[src/rtl/csr_file.sv]
// Machine-mode CSR file for the RV32 pipeline: CSR read/modify/write, trap entry, mret,
// and optional 64-bit mcycle/minstret counters (enabled by defining CSR_COUNTERS_EN).
module csr_file #(
  parameter logic [31:0] HART_ID     = 32'h0000_0000,
  parameter logic [31:0] MTVEC_RESET = 32'h0000_0000
) (
  input  logic        clk,
  input  logic        rst,
  input  logic        csr_en,
  input  logic [1:0]  csr_op,
  input  logic        csr_wnull,
  input  logic [11:0] csr_addr,
  input  logic [31:0] csr_wdata,
  output logic [31:0] csr_rdata,
  output logic        csr_illegal,
  input  logic        instr_retire,
  input  logic        trap_req,
  input  logic [31:0] trap_cause,
  input  logic [31:0] trap_pc,
  input  logic        mret,
  output logic [31:0] trap_vector,
  output logic [31:0] mepc_out,
  output logic        mie_out
);

  localparam int unsigned XLEN = 32;

  localparam logic [1:0] OP_RW = 2'b01;
  localparam logic [1:0] OP_RS = 2'b10;
  localparam logic [1:0] OP_RC = 2'b11;

  localparam logic [11:0] ADDR_MSTATUS  = 12'h300;
  localparam logic [11:0] ADDR_MTVEC    = 12'h305;
  localparam logic [11:0] ADDR_MSCRATCH = 12'h340;
  localparam logic [11:0] ADDR_MEPC     = 12'h341;
  localparam logic [11:0] ADDR_MCAUSE   = 12'h342;
  localparam logic [11:0] ADDR_MHARTID  = 12'hF14;
  localparam logic [11:0] ADDR_MCYCLE   = 12'hB00;
  localparam logic [11:0] ADDR_MINSTRET = 12'hB02;
  localparam logic [11:0] ADDR_MCYCLEH  = 12'hB80;
  localparam logic [11:0] ADDR_MINSTRETH = 12'hB82;

  localparam logic [XLEN-1:0] ALIGN_MASK = ~XLEN'(3);

  logic            mie;
  logic            mpie;
  logic [XLEN-1:0] mtvec;
  logic [XLEN-1:0] mscratch;
  logic [XLEN-1:0] mepc;
  logic [XLEN-1:0] mcause;
  logic [XLEN-1:0] cycle_lo;
  logic [XLEN-1:0] cycle_hi;
  logic [XLEN-1:0] instret_lo;
  logic [XLEN-1:0] instret_hi;

  logic            mapped;
  logic            read_only;
  logic [XLEN-1:0] old_val;
  logic [XLEN-1:0] new_val;
  logic            is_write;
  logic            wr_en;

  // Address decode and read mux (old value, before this cycle's write)
  always_comb begin
    mapped    = 1'b1;
    read_only = 1'b0;
    old_val   = '0;
    case (csr_addr)
      ADDR_MSTATUS:  old_val = {24'b0, mpie, 3'b0, mie, 3'b0};
      ADDR_MTVEC:    old_val = mtvec;
      ADDR_MSCRATCH: old_val = mscratch;
      ADDR_MEPC:     old_val = mepc;
      ADDR_MCAUSE:   old_val = mcause;
      ADDR_MHARTID: begin
        old_val   = HART_ID;
        read_only = 1'b1;
      end
`ifdef CSR_COUNTERS_EN
      ADDR_MCYCLE:    old_val = cycle_lo;
      ADDR_MCYCLEH:   old_val = cycle_hi;
      ADDR_MINSTRET:  old_val = instret_lo;
      ADDR_MINSTRETH: old_val = instret_hi;
`endif
      default:       mapped = 1'b0;
    endcase
  end

  // Write-value computation, legality check and write enable
  always_comb begin
    is_write = (csr_op == OP_RW) || (((csr_op == OP_RS) || (csr_op == OP_RC)) && !csr_wnull);
    case (csr_op)
      OP_RW:   new_val = csr_wdata;
      OP_RS:   new_val = old_val | csr_wdata;
      OP_RC:   new_val = old_val & ~csr_wdata;
      default: new_val = old_val;
    endcase
    csr_illegal = csr_en && (!mapped || (read_only && is_write));
    csr_rdata   = (csr_en && !csr_illegal) ? old_val : '0;
    wr_en       = csr_en && !csr_illegal && !trap_req && is_write;
  end

  // Architectural CSR state: CSR writes, then mret, then trap (trap overrides all)
  always_ff @(posedge clk or posedge rst) begin
    if (rst) begin
      mie      <= 1'b0;
      mpie     <= 1'b0;
      mtvec    <= MTVEC_RESET & ALIGN_MASK;
      mscratch <= '0;
      mepc     <= '0;
      mcause   <= '0;
    end else begin
      if (wr_en) begin
        case (csr_addr)
          ADDR_MSTATUS: begin
            mie  <= new_val[3];
            mpie <= new_val[7];
          end
          ADDR_MTVEC:    mtvec    <= new_val & ALIGN_MASK;
          ADDR_MSCRATCH: mscratch <= new_val;
          ADDR_MEPC:     mepc     <= new_val & ALIGN_MASK;
          ADDR_MCAUSE:   mcause   <= new_val;
          default:       ;
        endcase
      end
      if (mret && !trap_req) begin
        mie  <= mpie;
        mpie <= 1'b1;
      end
      if (trap_req) begin
        mepc   <= trap_pc & ALIGN_MASK;
        mcause <= trap_cause;
        mpie   <= mie;
        mie    <= 1'b0;
      end
    end
  end

`ifdef CSR_COUNTERS_EN
  logic wr_cyc_lo;
  logic wr_cyc_hi;
  logic wr_ret_lo;
  logic wr_ret_hi;

  assign wr_cyc_lo = wr_en && (csr_addr == ADDR_MCYCLE);
  assign wr_cyc_hi = wr_en && (csr_addr == ADDR_MCYCLEH);
  assign wr_ret_lo = wr_en && (csr_addr == ADDR_MINSTRET);
  assign wr_ret_hi = wr_en && (csr_addr == ADDR_MINSTRETH);

  // 64-bit counters; a written half wins, and a written low half drops its carry
  always_ff @(posedge clk or posedge rst) begin
    if (rst) begin
      cycle_lo   <= '0;
      cycle_hi   <= '0;
      instret_lo <= '0;
      instret_hi <= '0;
    end else begin
      if (wr_cyc_lo)      cycle_lo <= new_val;
      else                cycle_lo <= cycle_lo + XLEN'(1);
      if (wr_cyc_hi)      cycle_hi <= new_val;
      else if (!wr_cyc_lo && (&cycle_lo)) cycle_hi <= cycle_hi + XLEN'(1);

      if (wr_ret_lo)      instret_lo <= new_val;
      else if (instr_retire) instret_lo <= instret_lo + XLEN'(1);
      if (wr_ret_hi)      instret_hi <= new_val;
      else if (!wr_ret_lo && instr_retire && (&instret_lo)) instret_hi <= instret_hi + XLEN'(1);
    end
  end
`else
  logic unused_retire;
  assign unused_retire = instr_retire;
  assign cycle_lo   = '0;
  assign cycle_hi   = '0;
  assign instret_lo = '0;
  assign instret_hi = '0;
`endif

  assign trap_vector = mtvec;
  assign mepc_out    = mepc;
  assign mie_out     = mie;

endmodule
[config.mk]
export PLATFORM = sky130hd
export DESIGN_NAME = csr_file
export DESIGN_NICKNAME = d
export VERILOG_FILES = /design/src/rtl/csr_file.sv
export SDC_FILE = /design/constraint.sdc
export NUM_CORES = 1
export LEC_CHECK = 0
export ABC_AREA = 1
export CAP_MARGIN = 20
export CORE_MARGIN = 2
export CORE_UTILIZATION = 44
export DETAILED_ROUTE_END_ITERATION = 10
export GPL_TIMING_DRIVEN = 0
export PLACE_DENSITY = 0.77
export REMOVE_ABC_BUFFERS = 1
export SETUP_SLACK_MARGIN = 0.4
export SLEW_MARGIN = 20
export SYNTH_ARGS = -nofsm -noshare
export SYNTH_HDL_FRONTEND = slang
export SYNTH_SLANG_ARGS = --single-unit
[constraint.sdc]
create_clock -name clk -period 4.3 [get_ports clk]
set_input_delay 0.86 -clock clk [delete_from_list [all_inputs] [get_ports clk]]
set_output_delay 0.86 -clock clk [all_outputs]
set_load 0.01 [all_outputs]
==> results of run 1 <==
==> layer usage <==
layer	track usage, %	share of wire, %
met2	52.4	47
met4	15.6	3.8
met5	0	0
met1	42.2	39
met3	7.08	11
==> how the worst min path moves through the flow <==
| stage | start | endpoint | cells past startpoint |
|---|---|---|---|
| 6_report | mscratch[1]$_DFFE_PP0P_ | mscratch[1]$_DFFE_PP0P_ | 2 |
| 4_1_cts | mscratch[1]$_DFFE_PP0P_ | mscratch[1]$_DFFE_PP0P_ | 2 |
| 3_3_place_gp | mscratch[0]$_DFFE_PP0P_ | mscratch[0]$_DFFE_PP0P_ | 2 |
| 3_5_place_dp | mscratch[1]$_DFFE_PP0P_ | mscratch[1]$_DFFE_PP0P_ | 2 |
| 5_1_grt | mscratch[1]$_DFFE_PP0P_ | mscratch[1]$_DFFE_PP0P_ | 2 |
| 2_1_floorplan | mscratch[0]$_DFFE_PP0P_ | mscratch[0]$_DFFE_PP0P_ | 2 |
==> what timing repair did <==
item | in CTS | in global routing
endpoints found under the hold margin | 0 | 0
pin swaps | 14 | 10
resized for setup | 48 | 18
setup buffers | 34 | 16
endpoints found under the setup margin | 125 | 64
cloned | 4 | 2
==> final cells by class <==
cell class | instances | area (sq um)
flip-flops and latches | 126 | 3150
repair buffers | 267 | 2780
fillers | 1470 | 5920
inverters | 58 | 230
well taps | 225 | 282
clock buffers | 26 | 529
multi-input cells | 893 | 4180
clock inverters | 4 | 98.8
==> stage by stage <==
stage                     instances  utilization, %  instance area [sq um]
after global routing           1599            65.5                  11300
after detailed placement       1513            58.3                  10000
after global placement         1504            56.4                   9690
after CTS                      1581            64.3                  11000
final                          1599            65.5                  11300
after floorplan                1072               -                   7330
==> synthesized netlist by cell type <==
| master | count | area share (%) |
|---|---|---|
| a21oi_1 | 1 | 0.065 |
| inv_2 | 3 | 0.15 |
| o21ai_2 | 1 | 0.11 |
| nor2_2 | 4 | 0.32 |
| nor2_4 | 7 | 1.0 |
| xor2_1 | 1 | 0.11 |
| conb_1 | 1 | 0.049 |
| nand4_4 | 1 | 0.28 |
| o22ai_1 | 1 | 0.081 |
| buf_2 | 28 | 1.8 |
| nand2_2 | 3 | 0.24 |
| inv_1 | 44 | 2.1 |
| nand3_1 | 237 | 15 |
| a21oi_4 | 1 | 0.21 |
| o21ai_1 | 79 | 5.1 |
| buf_4 | 11 | 1.1 |
| o21ai_0 | 63 | 4.1 |
| and2_1 | 1 | 0.081 |
| nor2_1 | 82 | 4.0 |
| nand2_1 | 394 | 19 |
| dfrtp_1 | 126 | 41 |
| or2_2 | 1 | 0.081 |
| clkinv_1 | 11 | 0.54 |
| nor4b_1 | 1 | 0.11 |
| nand4_2 | 3 | 0.49 |
| nor3_1 | 1 | 0.065 |
| clkbuf_1 | 33 | 1.6 |
| buf_1 | 8 | 0.39 |
| nand4_1 | 2 | 0.16 |
==> worst register-to-register path, stage by stage (launching register included) <==
cell	delay (ps)
dfrtp_1	410
nand3_1	90
nand3_1	120
o21ai_0	280
nand2_1	180
nand3_1	120
nand3_1	70
==> sequential cells by signal, summed over array words and instances (netlist names) <==
name         cells
trap_vector     30
mcause          32
mepc_out        30
mpie             1
mie_out          1
mscratch        32
==> power by group through the flow <==
stage	Sequential [W]	Combinational [W]	Clock, W
after floorplan	0.00130	0.000177	0
after global placement	0.00130	0.000425	0
after detailed placement	0.00130	0.000446	0
after CTS	0.00128	0.000458	0.00155
after global routing	0.00129	0.000506	0.00160
final	0.00128	0.000466	0.00154
==> cells in the final DEF (no fill, tap or decap), types with 4 or more instances in the layout <==
master	count
buf_12	5
buf_16	9
buf_4	46
clkbuf_16	17
clkbuf_8	7
clkdlybuf4s50_1	172
clkinv_1	11
conb_1	4
dfrtp_1	126
dlygate4sd2_1	23
dlymetal6s2s_1	9
inv_1	41
inv_2	4
nand2_1	386
nand2_2	5
nand2_4	6
nand3_1	236
nor2_1	76
nor2_2	4
nor2_4	16
o21ai_0	61
o21ai_1	81
==> cell families after synthesis <==
family | count (synthesis) | share of synthesized area, %
AOI/OAI and AO/OA | 146 | 9.70
buffers and inverters | 138 | 7.72
and+or+nand+nor | 737 | 41.5
other | 1 | 0.0487
DFF | 126 | 40.9
xor gates and xnor gates | 1 | 0.114
==> summary.md, run 1 <==
| Metric | Value |
|---|---|
| Status | `completed` |
| Max frequency | `0.249 GHz` |
| Fin worst setup slack | `276 ps` |
| Initial Utilization | `44.8%` |
| RSZ-0062 raised after global routing | `true` |
| Clk slew on worst S/H paths | `60 ps` |
| Drt drc | `0` |
| Sequential share of power | `38.9%` |
| Via Count | `9,153` |
| Post-synthesis sequential area ratio | `40.9%` |
| Worst setup EP type | `output port` |
| Row count | `48` |
| Synth cell types | `29` |
| R2R depth | `6` |
| DR pass1 iterations | `6` |
| Sw frac | `24.7%` |
| Synthesized flop and latch total | `126` |
| Die height | `136 um` |
| Leakage | `5.68 nW` |
| Setup CP Type | `in -> out` |
| Worst path required time | `3440 ps` |
| Worst-margin pin slew | `1080 ps` |
| CTS Buffer Depth | `2` |
| Post-DR vias/cell | `5.72` |
| Gate power share | `14.2%` |
| Setup Viol. Count Final | `0` |
| Initial DRC count | `1,057` |
| Startpoint of the worst register-to-register path | `trap_vector[7]$_DFFE_PP0P_` |
| Die X | `136 um` |
| VDD IR-drop max | `0.277 mV` |
| I/O Buffers | `207` |
| Routability congestion estimate | `0.805` |
| Crit-path max FO | `16` |
| Internal power | `0.00248 W` |
| CP Buf/Inv Count | `5` |
| Syn Inst Count | `1,149` |
| Flop2flop setup slack | `2900 ps` |
| Routed wire length | `30,800 um` |
| Setup_tns | `0 ps` |
| Crit-path leading delay family | `buffers and inverters` |
| Clk_lat worst skew | `420 ps` |
| Vias in the first global route | `8,653` |
| GRT overflow | `0` |
| DR WL/cell | `19.3 um` |
| CTS buffer count | `17` |
| Mapped Area | `0.00770 sq mm` |
| Max-Cap Viols | `0` |
| CP Cell Sequence | `clkdlybuf4s50_1 > nor2_2 > nand2_2 > nor2_4 > buf_12 > buf_16 > o21ai_1 > nand3_2 > nand2_4 > buf_12 > nor2_1 > clkdlybuf4s50_1` |
| Crit start category | `primary input` |
| CP Launch Point | `csr_addr[11]` |
| Core box area | `0.0172 sq mm` |
| Pre-CTS setup slack | `-1130 ps` |
| Clock group share of total power | `46.9%` |
| CP max stage cell | `clkdlybuf4s50_1` |
| Psw | `0.000812 W` |
| Ant. Diodes | `0` |
| Area grow syn2layout | `46.2%` |
| Relative slew slack | `27.8%` |
| Largest net degree at the start of global routing | `84` |
| Yosys Warn Count | `0` |
| Final Max Slew Viols | `0` |
| Synth Area per Inst | `6.70 sq um` |
| Cts hold-fix bufs | `0` |
| Fin nets | `1,480` |
| Root Buffer | `clkbuf_16` |
| All-Layer GR Usage | `32.8%` |
| First-pass GRT wire length | `46,100 um` |
| Placed wire-length estimate | `17,200 um` |
| CTS H-Tree Depth | `4` |
| P per Cell Area | `292 mW/mm^2` |
| Skew final | `4.44 ps` |
| CTS tree | `done` |
| Hold Slack | `482 ps` |
| Min Tclk post-route | `4020 ps` |
| Stages on the worst setup path | `12` |
| Antenna Violating Nets Remaining | `0` |
| Crit path largest cell delay | `540 ps` |
| Clk sinks | `126` |
| Num ports | `215` |
| HP Class | `reg -> reg` |
| Final hold vios | `0` |
| Worst r2r dst | `mcause[7]$_DFFE_PP0P_` |
| Share of cells above drive strength 1 | `10.1%` |
| Crit path DAT | `3160 ps` |
| Period utilization | `93.6%` |
| Die Area | `0.0186 sq mm` |
| Critical Path End | `csr_rdata[24]` |
| Total Power | `0.00329 W` |
| Initial antenna violation count | `0` |
(Power assumes the default switching activity.)
==> inputs of run 2 (changes only) <==
--- a/config.mk
+++ b/config.mk
@@ -10,8 +10,9 @@
 export CORE_MARGIN = 2
 export CORE_UTILIZATION = 44
 export DETAILED_ROUTE_END_ITERATION = 10
+export GPL_ROUTABILITY_DRIVEN = 0
 export GPL_TIMING_DRIVEN = 0
-export PLACE_DENSITY = 0.77
+export PLACE_DENSITY = 0.85
 export REMOVE_ABC_BUFFERS = 1
 export SETUP_SLACK_MARGIN = 0.4
 export SLEW_MARGIN = 20
==> run 2 against run 1 <==
  * Setup slack got worse by 140 ps
  * Hold slack improved by 6.7 ps
  * Clock skew is 6.2 ps higher
  * Via count up 1.9%
  * Power decreased by 2.6%
  * First-iteration DRC count rose by 11%
  * Sequential power hardly changed
  * Die area unchanged
  * Clock power is 6% lower
  * Critical path depth decreased by 1
  * Cell count down 1.2%
  * Largest power group unchanged
==> summary.md, run 2 (synthesis results as in run 1) <==
| Metric | Value |
|---|---|
| Status | `completed (unchanged)` |
| CP max stage cell | `clkdlybuf4s50_1 (unchanged)` |
| First-pass GRT wire length | `47,300 um (was 46,100 um)` |
| Largest net degree at the start of global routing | `78 (was 84)` |
| Max-Cap Viols | `0 (unchanged)` |
| Period utilization | `96.8% (was 93.6%)` |
| Hold depth | `2 (unchanged)` |
| CTS buffer count | `17 (unchanged)` |
| CTS Buffer Depth | `2 (unchanged)` |
| DR pass1 iterations | `8 (was 6)` |
| Setup CP Type | `in -> out (unchanged)` |
| Initial antenna violation count | `2 (was 0)` |
| Hold endpoint | `mscratch[11]$_DFFE_PP0P_ (was mscratch[1]$_DFFE_PP0P_)` |
| Routed wire length | `31,700 um (was 30,800 um)` |
| VDD IR-drop max | `0.273 mV (was 0.277 mV)` |
| Leakage | `5.39 nW (was 5.68 nW)` |
| Setup_tns | `0 ps (unchanged)` |
| Drt drc | `0 (unchanged)` |
| Min Tclk post-route | `4160 ps (was 4020 ps)` |
| CTS H-Tree Depth | `4 (unchanged)` |
| Relative slew slack | `31.0% (was 27.8%)` |
| Placed wire-length estimate | `17,500 um (was 17,200 um)` |
| Root Buffer | `clkbuf_16 (unchanged)` |
| Setup Viol. Count Final | `0 (unchanged)` |
| All-Layer GR Usage | `33.5% (was 32.8%)` |
| CP dominant cell by count | `nand2_1` |
| DR WL/cell | `20.1 um (was 19.3 um)` |
| Largest registers | `mcause x32, mscratch x32 (unchanged)` |
| Core Util, Final | `65.5% (about the same)` |
| Flop2flop setup slack | `2840 ps (was 2900 ps)` |
| Crit start category | `primary input (unchanged)` |
| GRT overflow | `0 (unchanged)` |
| Area grow syn2layout | `46.0% (was 46.2%)` |
| Antenna Violating Nets Remaining | `0 (unchanged)` |
| Max frequency | `0.240 GHz (was 0.249 GHz)` |
| P per Cell Area | `285 mW/mm^2 (was 292 mW/mm^2)` |
| Fin nets | `1,458 (was 1,480)` |
| Die height | `136 um (unchanged)` |
| Skew final | `10.6 ps (was 4.44 ps)` |
| Clk_lat worst skew | `430 ps (was 420 ps)` |
| Initial Utilization | `44.8% (unchanged)` |
| Clk sinks | `126 (unchanged)` |
| Num ports | `215 (unchanged)` |
| Most frequent cells in the layout | `nand2_1, nand3_1, clkdlybuf4s50_1, dfrtp_1, o21ai_1 (unchanged)` |
| Worst r2r dst | `mepc_out[3]$_DFFE_PP0P_ (was mcause[7]$_DFFE_PP0P_)` |
| Crit-path max FO | `13 (was 16)` |
| Final Max Slew Viols | `0 (unchanged)` |
| CP Cell Sequence | `clkdlybuf4s50_1 > nand2_1 > nor2_2 > nand2_4 > nor2_4 > buf_12 > nand2_1 > nand2_1 > o21ai_0 > nor2_4 > clkdlybuf4s50_1 (was clkdlybuf4s50_1 > nor2_2 > nand2_2 > nor2_4 > buf_12 > buf_16 > o21ai_1 > nand3_2 > nand2_4 > buf_12 > nor2_1 > clkdlybuf4s50_1)` |
| Worst path required time | `3440 ps (about the same)` |
| Min-delay src | `mscratch[11]$_DFFE_PP0P_ (was mscratch[1]$_DFFE_PP0P_)` |
| Row count | `48 (unchanged)` |
| HP Class | `reg -> reg (unchanged)` |
| Die X | `136 um (unchanged)` |
| Worst-margin pin slew | `1030 ps (was 1080 ps)` |
| Post-DR vias/cell | `5.90 (was 5.72)` |
| Die Area | `0.0186 sq mm (unchanged)` |
| Crit path largest cell delay | `550 ps (was 540 ps)` |
| Startpoint of the worst register-to-register path | `trap_vector[3]$_DFFE_PP0P_ (was trap_vector[7]$_DFFE_PP0P_)` |
| CTS tree | `done (unchanged)` |
| I/O Buffers | `207 (unchanged)` |
| RSZ-0062 raised after global routing | `true (unchanged)` |
| Cts hold-fix bufs | `0 (unchanged)` |
| Leading cell type in the layout, fill and taps excluded | `nand2_1 (unchanged)` |
| Via Count | `9,326 (was 9,153)` |
| Share of cells above drive strength 1 | `10.9% (was 10.1%)` |
| Vias in the first global route | `8,822 (was 8,653)` |
| Crit path DAT | `3300 ps (was 3160 ps)` |
| Final hold vios | `0 (unchanged)` |
| Clk slew on worst S/H paths | `50 ps (was 60 ps)` |
| Core box area | `0.0172 sq mm (unchanged)` |
| Worst setup EP type | `output port (unchanged)` |
| R2R depth | `8 (was 6)` |
| Initial DRC count | `1,168 (was 1,057)` |
[run 2: cell types whose count changed in the layout (fill, tap and decap cells not counted), sizes merged, moves of 2 or more]
cell / change
clkbuf: -2
clkinvlp: +4
dlymetal6s2s: -3
buf: -22
[run 2: final cells by class]
class	instances	area (sq um)
clock inverters	9	109
fillers	1409	5930
clock buffers	23	478
inverters	58	230
diodes	1	2.50
flip-flops and latches	126	3150
multi-input cells	894	4410
well taps	225	282
repair buffers	244	2580
[run 2: per-layer routing]
layer | vias up | track usage (%) | wire length [um]
met3 | 164 | 8.50 | 3800
met5 | - | 0 | 11
met1 | 4325 | 42.3 | 11700
li1 | 4144 | - | -
met4 | 2 | 18.5 | 1540
met2 | 691 | 52.4 | 14700
[run 2: timing repair]
item | in CTS | in global routing
resized for setup | 96 | 23
setup endpoints to repair | 95 | 95
pin swaps | 28 | 5
buffers inserted | 21 | 7
gates cloned | 7 | 0
[run 2: critical path: cells and delay by family]
kind / cells / cell delay, ps
compound gates: 1 / 150
simple gates: 7 / 1080
buf+inv: 3 / 1210
[run 2: worst max path at each step]
stage,startpoint,end,slack [ps]
2_1_floorplan,trap_req,mscratch[25]$_DFFE_PP0P_,-1030
3_3_place_gp,trap_req,mscratch[25]$_DFFE_PP0P_,-6140
3_5_place_dp,csr_addr[6],trap_vector[20]$_DFFE_PP0P_,-710
4_1_cts,csr_addr[6],csr_rdata[25],190
5_1_grt,csr_addr[8],csr_rdata[11],100
6_report,csr_addr[9],csr_rdata[11],140
[run 2: per-stage QoR]
step | instances | hold WS [ps] | instance area [sq um] | total power (W) | setup slack (ps)
floorplan | 1072 | 451 | 7330 | 0.00148 | -1030
global placement | 1504 | 464 | 9690 | 0.00171 | -6140
detailed placement | 1512 | 476 | 9970 | 0.00174 | -710
CTS | 1572 | 490 | 11100 | 0.00319 | 187
global route | 1580 | 515 | 11200 | 0.00329 | 95.9
finish | 1580 | 488 | 11200 | 0.00320 | 137
[run 2: power by group]
part / switching [W] / total [W] / internal [W]
clock network: 0.000553 / 0.00145 / 0.000899
registers: 0.0000393 / 0.00128 / 0.00124
logic: 0.000252 / 0.000470 / 0.000217
total: 0.000844 / 0.00320 / 0.00236
